<file path="src/rtl/tone_period_detector.sv">
// Measures the period of a square-wave tone in clk cycles, declares lock once
// LOCK_COUNT consecutive periods agree within TOL, and flags loss of tone.
module tone_period_detector #(
  parameter int PERIOD_W   = 20,
  parameter int MIN_PERIOD = 1000,
  parameter int TOL        = 64,
  parameter int LOCK_COUNT = 4,
  parameter int TIMEOUT    = 200000
) (
  input  logic                clk,
  input  logic                resetn,
  input  logic                enable,
  input  logic                tone_in,
  output logic [PERIOD_W-1:0] period,
  output logic                period_valid,
  output logic                locked,
  output logic                lost
);

  localparam int MW = $clog2(LOCK_COUNT + 1);

  localparam logic [1:0] S_IDLE = 2'd0;
  localparam logic [1:0] S_ARM  = 2'd1;
  localparam logic [1:0] S_MEAS = 2'd2;
  localparam logic [1:0] S_LOCK = 2'd3;

  localparam logic [PERIOD_W-1:0] TIMEOUT_C = PERIOD_W'(TIMEOUT);
  localparam logic [PERIOD_W-1:0] MIN_C     = PERIOD_W'(MIN_PERIOD);
  localparam logic [PERIOD_W:0]   TOL_C     = (PERIOD_W+1)'(TOL);
  localparam logic [MW-1:0]       LAST_C    = MW'(LOCK_COUNT - 1);
  localparam logic [MW-1:0]       LOCK_C    = MW'(LOCK_COUNT);

  logic [1:0]          state;
  logic                s1, s2, sd;
  logic [PERIOD_W-1:0] cnt, ref_p;
  logic [MW-1:0]       match_cnt;

  logic                rise, accept, timeout, is_match;
  logic [PERIOD_W:0]   diff;

  // 2-flop synchronizer plus delay flop for edge detection
  always_ff @(posedge clk or negedge resetn) begin
    if (!resetn) begin
      s1 <= 1'b0;
      s2 <= 1'b0;
      sd <= 1'b0;
    end else begin
      s1 <= tone_in;
      s2 <= s1;
      sd <= s2;
    end
  end

  always_comb begin
    rise    = s2 & ~sd;
    accept  = rise && (cnt >= MIN_C);
    timeout = (cnt == TIMEOUT_C);
    if ({1'b0, cnt} >= {1'b0, ref_p}) diff = {1'b0, cnt} - {1'b0, ref_p};
    else                              diff = {1'b0, ref_p} - {1'b0, cnt};
    is_match = (diff <= TOL_C);
  end

  always_ff @(posedge clk or negedge resetn) begin
    if (!resetn) begin
      state        <= S_IDLE;
      cnt          <= '0;
      ref_p        <= '0;
      match_cnt    <= '0;
      period       <= '0;
      period_valid <= 1'b0;
      locked       <= 1'b0;
      lost         <= 1'b0;
    end else begin
      period_valid <= 1'b0;
      lost         <= 1'b0;
      if (!enable) begin
        state     <= S_IDLE;
        locked    <= 1'b0;
        cnt       <= '0;
        ref_p     <= '0;
        match_cnt <= '0;
      end else begin
        case (state)
          S_IDLE: state <= S_ARM;
          S_ARM: begin
            if (rise) begin
              cnt       <= PERIOD_W'(1);
              match_cnt <= '0;
              state     <= S_MEAS;
            end
          end
          default: begin
            if (timeout) begin
              // a rise coinciding with timeout becomes the fresh first edge
              match_cnt <= '0;
              locked    <= 1'b0;
              if (state == S_LOCK) lost <= 1'b1;
              if (rise) begin
                cnt   <= PERIOD_W'(1);
                state <= S_MEAS;
              end else begin
                cnt   <= '0;
                state <= S_ARM;
              end
            end else if (accept) begin
              cnt <= PERIOD_W'(1);
              if (state == S_LOCK) begin
                if (is_match) begin
                  period       <= cnt;
                  period_valid <= 1'b1;
                end else begin
                  lost      <= 1'b1;
                  locked    <= 1'b0;
                  state     <= S_MEAS;
                  ref_p     <= cnt;
                  match_cnt <= MW'(1);
                end
              end else if (match_cnt == '0 || !is_match) begin
                ref_p     <= cnt;
                match_cnt <= MW'(1);
              end else if (match_cnt == LAST_C) begin
                state        <= S_LOCK;
                locked       <= 1'b1;
                period       <= cnt;
                period_valid <= 1'b1;
                match_cnt    <= LOCK_C;
              end else begin
                match_cnt <= match_cnt + 1'b1;
              end
            end else begin
              cnt <= cnt + 1'b1;
            end
          end
        endcase
      end
    end
  end

endmodule

</file>
<file path="config.mk">
export PLATFORM = sky130hd
export DESIGN_NAME = tone_period_detector
export DESIGN_NICKNAME = d
export VERILOG_FILES = /design/src/rtl/tone_period_detector.sv
export SDC_FILE = /design/constraint.sdc
export NUM_CORES = 1
export LEC_CHECK = 0
export CAP_MARGIN = 0
export CORE_MARGIN = 1
export CORE_UTILIZATION = 39
export CTS_BUF_LIST = sky130_fd_sc_hd__clkbuf_8
export DETAILED_ROUTE_END_ITERATION = 16
export HOLD_SLACK_MARGIN = 0.15
export PLACE_DENSITY = 0.56
export SYNTH_ARGS = -nofsm -noshare
export SYNTH_HDL_FRONTEND = slang
export SYNTH_SLANG_ARGS = --single-unit
export TNS_END_PERCENT = 50
</file>
<file path="constraint.sdc">
create_clock -name clk -period 10.6 [get_ports clk]
set_clock_uncertainty 0.05 [all_clocks]
set_input_delay 1.06 -clock clk [delete_from_list [all_inputs] [get_ports clk]]
set_output_delay 1.06 -clock clk [all_outputs]
set_load 0.02 [all_outputs]
</file>
==> results.json <==
{
  "coreArea_um2": 14000,
  "firstDrtPassIters": 5,
  "synthFlopType": "dfrtp_1",
  "syn_avg_cell_area_um2": 8.75,
  "start_util_pct": 40.2,
  "rsz0062_at_grt": "false",
  "cp.required_ns": 10.78,
  "drv_slew": 0,
  "grt_pass1_wl_um": 26000,
  "arrival_ns": 5.78,
  "clk_path_buf_depth": 2,
  "setup-violations-final": 0,
  "end_kind": "flip-flop",
  "cp_slowest_stage_delay_ns": 0.84,
  "cap_violations": 0,
  "slew_headroom_pct": 28.0,
  "place_worst_setup_slack_ns": 5.03,
  "synth-edff-count": 0,
  "ys_types": 66,
  "overflow": 0,
  "viasPerCell": 5.84,
  "clock_latency_ns": 0.35,
  "cp-start-kind": "flip-flop",
  "post_cts_resized": 0,
  "dp_hpwl_um": 12100,
  "max_freq_mhz": 179,
  "yosys_register_bits": 71,
  "antenna_left": 0,
  "row_count": 43,
  "portBuffers": 26,
  "slowest_stage": "nor2_1",
  "path_common_cell": "a21oi_1",
  "drtIter0Drc": 330,
  "clock_sinks": 71,
  "area_growth_pct": 9.08,
  "dr_wl_met3_um": 808,
  "worst-path-max-fanout": 21,
  "cts_setup_buffers": 0,
  "critPathKind": "flip-flop to flip-flop",
  "root_buffer": "clkbuf_8",
  "status": "complete, no violations",
  "dr_total_vias": 4877,
  "fin_crit_ns": 5.60,
  "hold_viol": 0,
  "die_h_um": 122,
  "cts_tree": "built",
  "wl_met1_um": 7980,
  "grt_max_degree": 72,
  "gp_congestion": 0.894,
  "timing.final.ws_setup_ns": 5.00,
  "drive_gt1_share_pct": 8.70,
  "num_antenna_cells": 0,
  "p_leak_nw": 2.79,
  "antenna_found_initial": 0,
  "worst_slew_pin_slew_ns": 1.08,
  "hp-class": "flip-flop to flip-flop",
  "cts_hold_repair.buffers": 0,
  "top_layer": "met4",
  "dieWidth_um": 122,
  "grt_pass1_vias": 4773,
  "wirelength_um": 15900,
  "synth_seq_area_share_pct": 31.6,
  "clk_pin_slew_ns": 0.08,
  "syn_area_um2": 5620,
  "synthCells": 642,
  "yosysWarnings": 0,
  "routed-wl-met2_um": 6830,
  "syn_nets": 691,
  "cts_buffers": 9,
  "async_flop_share_pct": 100,
  "io_pins": 27,
  "fin_nets": 700,
  "grt_usage_pct": 22.7,
  "fin_crit_sh_pct": 52.8,
  "route.detailed.drc": 0,
  "wl_per_cell_um": 19.0,
  "setup_tns_ns": 0,
  "path_cells": "inv_1, ha_1, a21oi_1, o21ai_0, a21oi_1, o21ai_1, nor2_1, mux2_2, a211o_1, a2111oi_4, nand3_4, mux2_4",
  "power_density_nw_per_um2": 98.1,
  "vdd_drop_max_mv": 0.0739,
  "die_area_um2": 14900,
  "htree_levels": 3
}
per-stage QoR:
step	area (µm²)	total power (W)	hold WS, ns	utilization [%]	instances
2_1_floorplan	5620	0.000355	0.281	-	642
3_3_place_gp	5930	0.000387	0.297	42.4	820
3_5_place_dp	5930	0.000388	0.289	42.4	820
4_1_cts	6130	0.000609	0.311	43.8	835
5_1_grt	6130	0.000630	0.323	43.8	835
6_report	6130	0.000601	0.307	43.8	835
cell type report:
cell class	instances	area (µm²)
clock buffer	10	138
clock inverter	5	57.6
fill	1398	7860
inverter	57	214
multi-input combinational	483	3440
sequential	71	1780
tap	180	225
timing repair buffer	29	280
cells in the mapped netlist, drive strengths merged, types with 10 or more instances:
library cell  number  share of area, %
mux2              21               5.5
clkbuf            10              0.67
nor3              11              0.98
nor2              56               3.8
a21oi             54               5.0
nand4             13               1.6
inv               57               3.8
nand2             54               3.6
a32o              20               3.6
buf               21               2.7
ha                45                10
dfrtp             71                32
xnor2             19               3.0
o21ai             38               3.5
nand3             17               1.7
flip-flops by register name, indices dropped and copies added (netlist names), 2 cells and up:
name and count:
state 2, cnt 20, period 20, ref_p 20, match_cnt 3
layout by cell type (no fill, tap or decap), types with 12 or more instances in the layout:
cell type | Yosys | layout
a21oi_1 | 51 | 51
a32o_1 | 20 | 20
clkdlybuf4s50_1 | 0 | 25
dfrtp_1 | 71 | 71
ha_1 | 45 | 45
inv_1 | 57 | 57
mux2_4 | 19 | 19
nand2_1 | 54 | 54
nand3_1 | 16 | 16
nand4_1 | 12 | 12
nor2_1 | 55 | 55
o21ai_0 | 35 | 35
xnor2_1 | 19 | 19
critical path, delay by kind of cell, from the launching register on:
kind	cells	cell delay, ns
simple gates	2	1.36
flops	1	0.53
mux	2	0.87
buf+inv	1	0.14
fa+ha+maj	1	0.48
compound gates	6	2.05
worst paths after layout:
path                            cells past startpoint  startpoint  slack (ns)            to
worst min register to register                      0          s1        0.31            s2
worst min-delay path                                0          s1        0.31            s2
worst max-delay path                               12     cnt[10]        5.00    period[13]
max in group asynchronous                           1      resetn        9.12     ref_p[16]
min in group asynchronous                           1      resetn        0.76  match_cnt[2]
worst max register to register                     12     cnt[10]        5.00    period[13]
cells by family (layout without fill, tap and decap cells):
| family | count (synthesis) | count (layout) | synth area share [%] |
|---|---|---|---|
| AOI/OAI and AO/OA | 189 | 189 | 23.5 |
| xor gates and xnor gates | 27 | 27 | 4.21 |
| adders and majority gates | 45 | 45 | 10.0 |
| buffers and inverters | 88 | 101 | 7.19 |
| DFF | 71 | 71 | 31.6 |
| muxes | 26 | 26 | 6.59 |
| and+or+nand+nor | 196 | 196 | 16.9 |
where the power goes:
group | leakage, nW | switching, W | internal (W) | total, W
clock | 0.103 | 0.000102 | 0.000114 | 0.000217
sequential | 0.981 | 0.00000423 | 0.000274 | 0.000278
combinational | 1.71 | 0.0000700 | 0.0000367 | 0.000107
routing by layer:
layer,vias to the layer above,GRT usage (%)
met5,-,0
met4,0,7.25
met3,21,2.90
met2,186,33.8
met1,2342,33.6
li1,2328,-
(Power assumes the default switching activity.)
